$ cat src/rtl/risc32_uart_tx_pkg.sv
// risc32_uart_tx_pkg: UART register offsets, status bit positions and FSM state encodings
package risc32_uart_tx_pkg;
    localparam logic [1:0] UART_OFS_DATA   = 2'd0;
    localparam logic [1:0] UART_OFS_STATUS = 2'd1;
    localparam int STAT_FULL  = 0;
    localparam int STAT_EMPTY = 1;
    localparam int STAT_BUSY  = 2;
    localparam int STAT_OVF   = 3;
    typedef enum logic [2:0] {
        S_IDLE   = 3'd0,
        S_START  = 3'd1,
        S_DATA   = 3'd2,
        S_PARITY = 3'd3,
        S_STOP   = 3'd4
    } uart_state_e;
    function automatic logic [31:0] status_word(input logic full, input logic empty,
                                                input logic busy, input logic ovf);
        logic [31:0] s;
        s = '0;
        s[STAT_FULL]  = full;
        s[STAT_EMPTY] = empty;
        s[STAT_BUSY]  = busy;
        s[STAT_OVF]   = ovf;
        return s;
    endfunction
endpackage

$ cat src/rtl/risc32_uart_fifo.sv
// risc32_uart_fifo: byte FIFO with wrap-bit pointers and combinational head output
module risc32_uart_fifo
    import risc32_uart_tx_pkg::*;
#(
    parameter int DEPTH = 16
) (
    input  logic       clk,
    input  logic       rst,
    input  logic       push,
    input  logic       pop,
    input  logic [7:0] din,
    output logic [7:0] dout,
    output logic       full,
    output logic       empty
);
    localparam int AW = $clog2(DEPTH);
    logic [7:0]  mem [DEPTH];
    logic [AW:0] wp;
    logic [AW:0] rp;
    assign full  = (wp[AW] != rp[AW]) && (wp[AW-1:0] == rp[AW-1:0]);
    assign empty = wp == rp;
    assign dout  = mem[rp[AW-1:0]];
    // pointers advance only on accepted operations so they can never pass each other
    always_ff @(posedge clk) begin
        if (rst) begin
            wp <= '0;
            rp <= '0;
        end else begin
            if (push && !full) wp <= wp + 1'b1;
            if (pop && !empty) rp <= rp + 1'b1;
        end
    end
    // storage needs no reset; only entries between the pointers are ever read
    always_ff @(posedge clk) begin
        if (push && !full) mem[wp[AW-1:0]] <= din;
    end
endmodule

$ cat src/rtl/risc32_uart_tx.sv
// risc32_uart_tx: memory-mapped UART transmitter with FIFO; define RISC32_UART_PARITY_EN for 8E1
module risc32_uart_tx
    import risc32_uart_tx_pkg::*;
#(
    parameter int CLK_FREQ   = 100000000,
    parameter int BAUD       = 115200,
    parameter int FIFO_DEPTH = 16
) (
    input  logic        clk,
    input  logic        rst,
    input  logic        ce_i,
    input  logic        we_i,
    input  logic [31:0] addr_i,
    input  logic [31:0] data_i,
    output logic [31:0] data_o,
    output logic        tx_o,
    output logic        busy_o
);
    localparam int DIV = CLK_FREQ / BAUD;
    localparam int CW  = $clog2(DIV + 1);
`ifdef RISC32_UART_PARITY_EN
    localparam uart_state_e AFTER_DATA = S_PARITY;
`else
    localparam uart_state_e AFTER_DATA = S_STOP;
`endif
    uart_state_e   state_q, state_d;
    logic [CW-1:0] cnt_q, cnt_d;
    logic [2:0]    bit_q, bit_d;
    logic [7:0]    sh_q, sh_d;
    logic          tx_q, tx_d;
    logic          ovf_q;
    logic          tick, pop, full, empty, wr_data, rd_stat;
    logic [7:0]    dout;
    logic          unused_bits;
    assign unused_bits = ^{addr_i[31:4], addr_i[1:0], data_i[31:8]};
    assign wr_data = ce_i && we_i && addr_i[3:2] == UART_OFS_DATA;
    assign rd_stat = ce_i && !we_i && addr_i[3:2] == UART_OFS_STATUS;
    assign tick    = cnt_q == CW'(DIV - 1);
    assign busy_o  = state_q != S_IDLE || !empty;
    assign tx_o    = tx_q;
    assign data_o  = rd_stat ? status_word(full, empty, busy_o, ovf_q) : '0;

    risc32_uart_fifo #(.DEPTH(FIFO_DEPTH)) u_fifo (
        .clk   (clk),
        .rst   (rst),
        .push  (wr_data),
        .pop   (pop),
        .din   (data_i[7:0]),
        .dout  (dout),
        .full  (full),
        .empty (empty)
    );

    // frame state, baud/bit counters and the line driver are registered together
    always_ff @(posedge clk) begin
        if (rst) begin
            state_q <= S_IDLE;
            cnt_q   <= '0;
            bit_q   <= '0;
            sh_q    <= '0;
            tx_q    <= 1'b1;
        end else begin
            state_q <= state_d;
            cnt_q   <= cnt_d;
            bit_q   <= bit_d;
            sh_q    <= sh_d;
            tx_q    <= tx_d;
        end
    end

    // overflow is sticky until a status read; a new drop in the read cycle wins
    always_ff @(posedge clk) begin
        if (rst) ovf_q <= 1'b0;
        else     ovf_q <= (wr_data && full) || (ovf_q && !rd_stat);
    end

    // next-state, counter and pop decisions; counter restarts on every state entry
    always_comb begin
        state_d = state_q;
        cnt_d   = cnt_q + CW'(1);
        bit_d   = bit_q;
        sh_d    = sh_q;
        pop     = 1'b0;
        tx_d    = state_q == S_START  ? 1'b0 :
                  state_q == S_DATA   ? sh_q[bit_q] :
                  state_q == S_PARITY ? ^sh_q : 1'b1;
        case (state_q)
            S_IDLE: begin
                cnt_d = '0;
                if (!empty) begin
                    pop     = 1'b1;
                    sh_d    = dout;
                    state_d = S_START;
                end
            end
            S_START: if (tick) begin
                cnt_d   = '0;
                state_d = S_DATA;
            end
            S_DATA: if (tick) begin
                cnt_d = '0;
                bit_d = bit_q + 3'd1;
                if (bit_q == 3'd7) begin
                    bit_d   = '0;
                    state_d = AFTER_DATA;
                end
            end
            S_PARITY: if (tick) begin
                cnt_d   = '0;
                state_d = S_STOP;
            end
            S_STOP: if (tick) begin
                cnt_d   = '0;
                state_d = empty ? S_IDLE : S_START;
                pop     = !empty;
                sh_d    = empty ? sh_q : dout;
            end
            default: begin
                cnt_d   = '0;
                state_d = S_IDLE;
            end
        endcase
    end
endmodule

$ cat config.mk
export PLATFORM = sky130hd
export DESIGN_NAME = risc32_uart_tx
export DESIGN_NICKNAME = d
export VERILOG_FILES = /design/src/rtl/risc32_uart_tx_pkg.sv /design/src/rtl/risc32_uart_fifo.sv /design/src/rtl/risc32_uart_tx.sv
export SDC_FILE = /design/constraint.sdc
export NUM_CORES = 1
export LEC_CHECK = 0
export ABC_AREA = 1
export BUFFER_PORTS_ARGS = -buffer_cell sky130_fd_sc_hd__buf_4
export CAP_MARGIN = 40
export CORE_ASPECT_RATIO = 1.75
export CORE_MARGIN = 1
export CORE_UTILIZATION = 30
export DETAILED_ROUTE_END_ITERATION = 12
export PLACE_DENSITY = 0.48
export SLEW_MARGIN = 20
export SYNTH_ARGS = -nofsm -noshare
export SYNTH_HDL_FRONTEND = slang
export SYNTH_SLANG_ARGS = --single-unit
$ cat constraint.sdc
create_clock -name clk -period 5.1 [get_ports clk]
set_input_delay 0.255 -clock clk [delete_from_list [all_inputs] [get_ports clk]]
set_output_delay 0.255 -clock clk [all_outputs]
set_load 0.01 [all_outputs]
==> flow_summary.toml, run 1 <==
[yosys]
synth_common_cells = "179 x nor2_1, 145 x nand2_1, 128 x edfxtp_1"
synth_edf_count = 128
ys_seq_area_share_pct = 61.68
ys_warn_count = 0
synth-seq-cells = 168
synth_top_area_share_pct = 51.05
synth.most_common_cell = "nor2_1"
synthCells = 790
synth_area_leaders = "edfxtp_1 51%, dfxtp_1 11%, nor2_1 8.9%, nand2_1 7.2%, nand3_1 4.2%"
syn_area_mm2 = 0.007530
yosysUniqueCellTypes = 33
synthFlopType = "edfxtp_1"
synth_area_leader_cell = "edfxtp_1"
syn_area_per_cell_um2 = 9.531
async_reset_ff_share_pct = 0

[clock_network]
cts_tree = "yes"
clk_pin_slew_ns = 0.06
clk_path_buf_depth = 2
cts_root_buf = "clkbuf_16"
clkLatencyLatePin_ns = 0.43
cts_made_buffers = 17
cts_setup_buffers = 0
cts_hold_buf = 0
clock-sinks = 168
ctsHtreeMaxLevel = 4
cts_resized = 0

[setup_path]
crit_type = "flop to flop"
cp.required_ns = 5.16
crit_path_end_kind = "flop"
path_max_fanout = 9
start_kind = "flop"
critPathArrivalTime_ns = 2.46

[timing]
hold_viol = 0
rsz0062_at_grt = "false"
worst_pin_slew_ns = 0.7899
period_minus_slack_ns = 2.401
tns_ns = 0
relSlewSlack_pct = 47.15
skew_ns = 0.007919
fmax_mhz = 416.5
slew_viol_final = 0
setup_viol = 0
period_share_pct = 47.08

[power_and_ir_drop]
peakVddDrop_mv = 0.2084
p_leak_nw = 3.227
power_density_mw_per_mm2 = 427.9

[cells_and_area]
final_nets = 893
stdcell_count = 1140
drive_gt1_share_pct = 10.14
stdcell_area_mm2 = 0.008638
n_antenna_cell = 0
syn_to_final_growth_pct = 14.72

[run_status]
status = "completed"

[grt]
grt_pass1_vias = 4811
overflow = 0
grt_first_pass_wirelength_um = 26230
grt_max_degree = 73
antenna_found_initial = 0
track_usage_pct = 13.97

[floorplan]
core-area_mm2 = 0.02463
start_util_pct = 30.57
dieWidth_um = 121.8
io-pin-count = 102
die_h_um = 211.6
die-area_mm2 = 0.02576
fp-row-count = 76

[run]
maxCapViolCount = 0

[place]
post_dp_cell_area_mm2 = 0.007975
dp.cells = 1109
hpwl_um = 11450
gp_congestion = 0.7450
portBuffers = 19

[routing]
vias = 5129
dr.pass1.iters = 4
remaining_drc_errors = 0
routed_wirelength_um = 16860
vias_per_cell = 4.499
ant_nets = 0
drt-initial-drc-count = 340
wl_per_cell_um = 14.79

[worst_hold_path]
hold_class = "input pin to flop"
-- cell usage in the layout (no fill, tap or decap), types with 2 or more instances in the layout --
master / Yosys / routed
nand2b_1: 3 / 3
nor2_1: 179 / 179
nand3_2: 2 / 2
xor2_1: 4 / 4
ha_1: 8 / 8
clkbuf_16: 0 / 17
clkinv_1: 1 / 2
nand2_2: 3 / 3
dfxtp_1: 40 / 39
inv_2: 6 / 6
inv_1: 42 / 42
edfxtp_1: 128 / 128
nand3_1: 63 / 63
xnor2_1: 6 / 6
conb_1: 1 / 28
nand2_1: 145 / 145
o21ai_0: 53 / 53
nor3b_1: 2 / 2
buf_4: 31 / 37
nand4_1: 7 / 7
bufinv_16: 0 / 6
nand3b_1: 2 / 2
a21oi_1: 20 / 20
o21ai_1: 4 / 4
nor3_1: 5 / 5
clkinv_4: 0 / 4
nor2_4: 2 / 2
a31oi_1: 3 / 3
-- kinds of logic (layout without fill, tap and decap cells) --
group,after synthesis,in the layout,share of synthesized area (%)
XOR/XNOR,10,10,1.163
flip-flops,168,168,61.68
buffers and inverters,107,118,7.295
AO/OA/AOI/OAI,80,80,5.367
other,1,28,0.04980
AND/OR/NAND/NOR,416,416,23.11
adder cells (fa/ha/maj),8,8,1.329
-- metrics by stage --
stage	util [%]	setup slack, ns	hold WS, ns	total power, mW
floorplan	-	3.207	0.3241	2.128
global placement	31.76	2.479	0.4496	2.280
detailed placement	32.38	2.605	0.4586	2.303
CTS	35.04	2.589	0.07998	3.750
global route	35.07	2.423	0.1025	3.881
finish	35.07	2.699	0.09730	3.696
-- routing by layer --
metal,global-route usage (%),share of wire [%],up-vias
li1,-,-,2613
met1,14.43,38,2430
met2,26.98,58,72
met3,2.694,2.2,14
met4,5.194,1.4,0
met5,0,0,-
-- registers in the layout, indices dropped and copies added, names as in the netlist, named ones only --
register and cells:
sh_q 8, state_q 3, u_fifo.mem 128, u_fifo.wp 5, bit_q 3, tx_o 1
u_fifo.rp 5, ovf_q 1, cnt_q 10
-- cell type report --
class	count	area (um^2)
tap	312	390.4
fill	2518	15990
clock buffer	18	429.2
clock inverter	12	226.5
sequential	168	4646
inverter	49	183.9
timing repair buffer	39	325.3
multi-input combinational	542	2437
-- power breakdown --
group / internal (mW) / total [mW] / switching, mW / leakage, nW
sequential: 1.51 / 1.55 / 0.0363 / 1.48
combinational: 0.232 / 0.710 / 0.478 / 1.44
clock: 0.914 / 1.44 / 0.524 / 0.314
total: 2.66 / 3.70 / 1.04 / 3.23
-- worst paths after layout --
path / from / slack [ns] / cells past startpoint / end
min reg2reg: ovf_q / 0.46 / 2 / ovf_q
min: rst / 0.1 / 2 / u_fifo.rp[3]
max reg2reg: u_fifo.wp[2] / 2.70 / 8 / u_fifo.mem[11][3]
max: u_fifo.wp[2] / 2.70 / 8 / u_fifo.mem[11][3]
-- critical path, cell delays in order (launching register included) --
cell and delay (ns):
dfxtp_1 0.49, nand2_1 0.09, nand2_1 0.10, nor2_4 0.06
nand3b_1 0.11, nand2_1 0.20, inv_2 0.21, nand2_1 0.15
nor2_1 0.63
Note: power is estimated with default switching activity, not from simulation.
==> run 2: changes to the inputs <==
--- a/config.mk
+++ b/config.mk
@@ -12,7 +12,7 @@
 export CORE_MARGIN = 1
 export CORE_UTILIZATION = 30
 export DETAILED_ROUTE_END_ITERATION = 12
-export PLACE_DENSITY = 0.48
+export PLACE_DENSITY = 0.5
 export SLEW_MARGIN = 20
 export SYNTH_ARGS = -nofsm -noshare
 export SYNTH_HDL_FRONTEND = slang
==> constraint.sdc (replaced) <==
create_clock -name clk -period 1.9 [get_ports clk]
set_input_delay 0.095 -clock clk [delete_from_list [all_inputs] [get_ports clk]]
set_output_delay 0.095 -clock clk [all_outputs]
set_load 0.01 [all_outputs]
==> run 2 against run 1 <==
Core utilization increased by 1.2 points. Sequential share of layout area shrank 1.7 points. Wire length rose by 4.2%. Critical endpoint is now u_fifo.mem[8][6]. Largest power group unchanged. First-iteration DRC count fell by 25%. Die area is the same.
==> flow_summary.toml, run 2 (same netlist as run 1, synthesis figures left out) <==
[floorplan]
start_util_pct = 30.57
dieWidth_um = 121.8
core-area_mm2 = 0.02463
io-pin-count = 102
die_h_um = 211.6
die-area_mm2 = 0.02576
fp-row-count = 76

[routing]
ant_nets = 0
routed_wirelength_um = 17560
vias_per_cell = 4.498
remaining_drc_errors = 0
drt-initial-drc-count = 256
wl_per_cell_um = 14.89
vias = 5303
dr.pass1.iters = 5

[power_and_ir_drop]
power_frac_clock_pct = 34.9
power_density_mw_per_mm2 = 1078
swShare_pct = 30.68
p_leak_nw = 3.380
seqPwrFrac_pct = 43.4
peakVddDrop_mv = 0.5885
intPower_mw = 6.669
comb_power_share_pct = 21.8
power_switching_mw = 2.952

[place]
gp_congestion = 0.7885
post-place-ws_ns = -0.03075
hpwl_um = 12400
portBuffers = 19

[clock_network]
clk_path_buf_depth = 2
clock-sinks = 168
cts_made_buffers = 17
clk_pin_slew_ns = 0.07
clkLatencyLatePin_ns = 0.44
cts_root_buf = "clkbuf_16"
cts_tree = "yes"
ctsHtreeMaxLevel = 4

[cells_and_area]
largest_reg_flops = 128
n_antenna_cell = 0
drive_gt1_share_pct = 13.84
final_nets = 930
layout_common_cells = "174 x nor2_1, 145 x nand2_1, 128 x edfxtp_1, 63 x nand3_1, 54 x buf_4"
syn_to_final_growth_pct = 18.49
layout.cells.most_common = "nor2_1"

[timing]
setup_viol = 0
period_minus_slack_ns = 1.792
tns_ns = 0
fmax_mhz = 558.2
skew_ns = 0.008700
rsz0062_at_grt = "true"
slew_viol_final = 0
hold_viol = 0
period_share_pct = 94.30
setup_slack_ns = 0.1084

[setup_path]
crit_type = "flop to flop"
critPathArrivalTime_ns = 1.94
path_max_fanout = 6
crit_path_end_kind = "flop"
cp.required_ns = 2.05
start_kind = "flop"

[run]
maxCapViolCount = 0

[grt]
grt_first_pass_wirelength_um = 27770
grt_pass1_vias = 5320
grt_max_degree = 41
antenna_found_initial = 0
overflow = 0
track_usage_pct = 14.82

[worst_hold_path]
hold_class = "input pin to flop"

[run_status]
status = "completed"
-- run 2: changes by cell type in the layout (fill, tap and decap cells not counted), moves of 2 or more --
| cell | previous run | this run |
|---|---|---|
| inv_6 | 0 | 5 |
| dfxtp_1 | 39 | 37 |
| buf_12 | 1 | 5 |
| bufinv_16 | 6 | 1 |
| clkinvlp_4 | 1 | 3 |
| dfxtp_2 | 1 | 3 |
| dlygate4sd3_1 | 0 | 11 |
| buf_4 | 37 | 54 |
| clkinv_2 | 0 | 2 |
| clkinv_4 | 4 | 1 |
| nor2_1 | 179 | 174 |
| inv_8 | 0 | 2 |
| nor2_2 | 1 | 6 |
| buf_6 | 0 | 6 |
-- run 2: worst max-delay path, cell delays in order (launching register included) --
cell	delay (ns)
dfxtp_2	0.36
inv_2	0.10
nand2_1	0.05
nand2_1	0.10
nor2_4	0.05
nand3b_1	0.11
nand2_1	0.11
inv_2	0.10
nand2_1	0.14
nor2_2	0.22
buf_4	0.18
-- run 2: cell type report --
class	count	area, um^2
Multi-Input combinational cell	542	2450
Tap cell	312	390.4
Clock buffer	18	429.2
Clock inverter	14	137.6
Fill cell	2494	15710
Timing Repair Buffer	76	683.2
Inverter	49	183.9
Sequential cell	168	4648
-- run 2: worst paths after layout --
| check | to | cells past startpoint | from | slack [ns] |
|---|---|---|---|---|
| setup / recovery | u_fifo.mem[8][6] | 10 | u_fifo.wp[3] | 0.11 |
| setup reg to reg | u_fifo.mem[8][6] | 10 | u_fifo.wp[3] | 0.11 |
| hold reg to reg | cnt_q[0] | 1 | cnt_q[0] | 0.47 |
| hold / removal | ovf_q | 4 | ce_i | 0.1 |
-- run 2: routing by layer --
layer  share of wire (%)  vias up  routed length, um  GRT usage [%]
li1                    -     2693                  -              -
met1                  35     2473               6215          13.74
met2                  58       99              10180          29.11
met3                 2.6       38                455          2.694
met4                 4.0        0                708          8.557
met5                   0        -                  0              0
-- run 2: what timing repair did --
action	CTS	global route
resized for setup	2	11
cloned	0	0
setup buffers	1	1
hold buffers	11	0
endpoints found under the hold margin	123	0
setup endpoints to repair	10	109
-- run 2: through the flow --
stage,hold slack (ns),power [mW],util (%),instances,area [um^2]
CTS,0.08752,9.744,36.06,1178,8881
global route,0.1256,10.18,36.23,1179,8922
floorplan,0.1641,5.711,-,817,7631
detailed placement,0.3856,6.320,33.27,1134,8193
finish,0.09601,9.621,36.23,1179,8922
global placement,0.3873,6.307,33.27,1134,8193
-- run 2: power by group through the flow --
stage               clock network, mW  logic [mW]  registers, mW
global route                     3.57        2.42           4.19
finish                           3.36        2.09           4.17
floorplan                           0        1.50           4.21
global placement                    0        2.06           4.25
CTS                              3.46        2.12           4.17
detailed placement                  0        2.07           4.25
==> run 3: changes to the inputs <==
--- a/config.mk
+++ b/config.mk
@@ -8,11 +8,11 @@
 export ABC_AREA = 1
 export BUFFER_PORTS_ARGS = -buffer_cell sky130_fd_sc_hd__buf_4
 export CAP_MARGIN = 40
-export CORE_ASPECT_RATIO = 1.75
+export CORE_ASPECT_RATIO = 0.75
 export CORE_MARGIN = 1
 export CORE_UTILIZATION = 30
 export DETAILED_ROUTE_END_ITERATION = 12
-export PLACE_DENSITY = 0.5
+export PLACE_DENSITY = 0.48
 export SLEW_MARGIN = 20
 export SYNTH_ARGS = -nofsm -noshare
 export SYNTH_HDL_FRONTEND = slang
==> constraint.sdc (replaced) <==
create_clock -name clk -period 2 [get_ports clk]
set_input_delay 0.1 -clock clk [delete_from_list [all_inputs] [get_ports clk]]
set_output_delay 0.1 -clock clk [all_outputs]
set_load 0.01 [all_outputs]
==> run 3 against run 2 <==
Wire length fell by 5.8%. Critical endpoint is now u_fifo.mem[6][6]. Non-clock buffer count fell by 12. Final cell count rose by 0.59%. First-iteration DRC count rose by 54%. Total power fell by 1.6%. Clock power rose by 6%.
==> flow_summary.toml, run 3 (same netlist as run 1, synthesis figures left out) <==
[routing]
dr.pass1.iters = 5
remaining_drc_errors = 0
wl_per_cell_um = 13.94
vias = 5173
ant_nets = 0
drt-initial-drc-count = 394
routed_wirelength_um = 16540
vias_per_cell = 4.362

[setup_path]
cp_slowest_cell = "dlygate4sd3_1"
crit_path_end_kind = "flop"
path_max_fanout = 8
max_stage_delay_ns = 0.54
r2r_end = "u_fifo.mem[6][6]"
r2r-start = "u_fifo.rp[3]"
crit_chain = "dlygate4sd3_1 -> buf_4 -> nor3_1 -> nand2_1 -> inv_2 -> nand2_1 -> nor2_2"
reg2reg_depth = 9
r2r_slack_ns = 0.13
critPathArrivalTime_ns = 1.94
crit_type = "input pin to flop"
critPathMostFrequentCell = "nand2_1"
cp.required_ns = 2.06
start_kind = "input pin"

[cells_and_area]
drive_gt1_share_pct = 14.04
final_nets = 918
n_antenna_cell = 0
post-route-util_pct = 36.83
syn_to_final_growth_pct = 18.76
layout_common_cells = "165 x nor2_1, 145 x nand2_1, 128 x edfxtp_1, 63 x nand3_1"
layout.cells.most_common = "nor2_1"
stdcell_area_mm2 = 0.008942
stdcell_count = 1186
largest_reg_flops = 128

[floorplan]
die_h_um = 139.2
die-area_mm2 = 0.02574
io-pin-count = 102
core-area_mm2 = 0.02428
start_util_pct = 31.01
fp-row-count = 49
dieWidth_um = 184.9

[timing]
fmax_mhz = 532.2
period_minus_slack_ns = 1.879
rsz0062_at_grt = "true"
worst_pin_slew_ns = 0.6245
hold_slack_ns = 0.01201
slew_viol_final = 0
period_share_pct = 93.94
skew_ns = 0.01207
tns_ns = 0
setup_viol = 0
hold_viol = 0
relSlewSlack_pct = 58.32
setup_slack_ns = 0.1211

[power_and_ir_drop]
power_mw = 9.469
swShare_pct = 29.39
power_switching_mw = 2.783
peakVddDrop_mv = 0.4706
comb_power_share_pct = 20.7
p_leak_nw = 3.344
power_density_mw_per_mm2 = 1059
power_frac_clock_pct = 37.6
intPower_mw = 6.687
seqPwrFrac_pct = 41.8

[grt]
grt_first_pass_wirelength_um = 26190
grt_pass1_vias = 4740
antenna_found_initial = 0
grtUsageMet1_pct = 19.73
grt.busiest_layer = "met1"
track_usage_pct = 13.41
grt_max_degree = 73
met3_usage_pct = 2.652
overflow = 0
use_met2_pct = 19.39

[clock_network]
clk_path_buf_depth = 2
clock-sinks = 168
clk_pin_slew_ns = 0.07
cts_root_buf = "clkbuf_16"
cts_made_buffers = 17
ctsHtreeMaxLevel = 4
cts_tree = "yes"
clkLatencyLatePin_ns = 0.42

[place]
portBuffers = 19
dp.cells = 1147
post_dp_cell_area_mm2 = 0.008172
hpwl_um = 11080
gp_congestion = 0.8301
post-place-ws_ns = -0.1053

[worst_hold_path]
hp-start = "data_i[2]"
hold_class = "input pin to flop"
holdPathEnd = "u_fifo.mem[15][2]"
holdPathStages = 1

[run]
maxCapViolCount = 0

[run_status]
status = "completed"
run 3: layout make-up:
cell class	instances	area (um^2)
Inverter	49	183.9
Multi-Input combinational cell	542	2502
Timing Repair Buffer	64	558.0
Tap cell	331	414.1
Fill cell	2491	15340
Clock inverter	14	209.0
Clock buffer	18	429.2
Sequential cell	168	4646
run 3: per-layer routing:
| layer | share of wire (%) | routed length [um] |
|---|---|---|
| met2 | 43 | 7181 |
| met1 | 53 | 8709 |
| met3 | 3.1 | 517 |
| met4 | 0.78 | 129 |
| met5 | 0 | 0 |
run 3: power by group through the flow:
stage	Sequential, mW	Clock, mW	Combinational, mW
finish	3.95	3.56	1.96
global route	3.97	3.75	2.25
CTS	3.95	3.63	1.98
detailed placement	4.03	0	1.96
global placement	4.03	0	1.95
floorplan	4.00	0	1.42
run 3: worst max-delay path: cells and delay by family:
| family | cells | cell delay, ns |
|---|---|---|
| simple gates | 4 | 1.04 |
| buf+inv | 3 | 0.79 |
run 3: worst max-delay path by stage:
stage / start / endpoint / cells after the start
CTS: u_fifo.rp[3] / u_fifo.mem[1][4] / 10
global route: addr_i[2] / u_fifo.mem[6][6] / 7
floorplan: u_fifo.wp[2] / u_fifo.mem[12][0] / 10
detailed placement: u_fifo.rp[3] / u_fifo.mem[10][6] / 9
finish: addr_i[2] / u_fifo.mem[6][6] / 7
global placement: u_fifo.wp[4] / u_fifo.mem[4][6] / 6
run 3: repair_timing:
action,in CTS,in global routing
gates resized for setup,9,11
hold buffers,6,0
pin swaps,0,1
endpoints found under the hold margin,59,0
setup endpoints to repair,69,65
buffers inserted,0,1
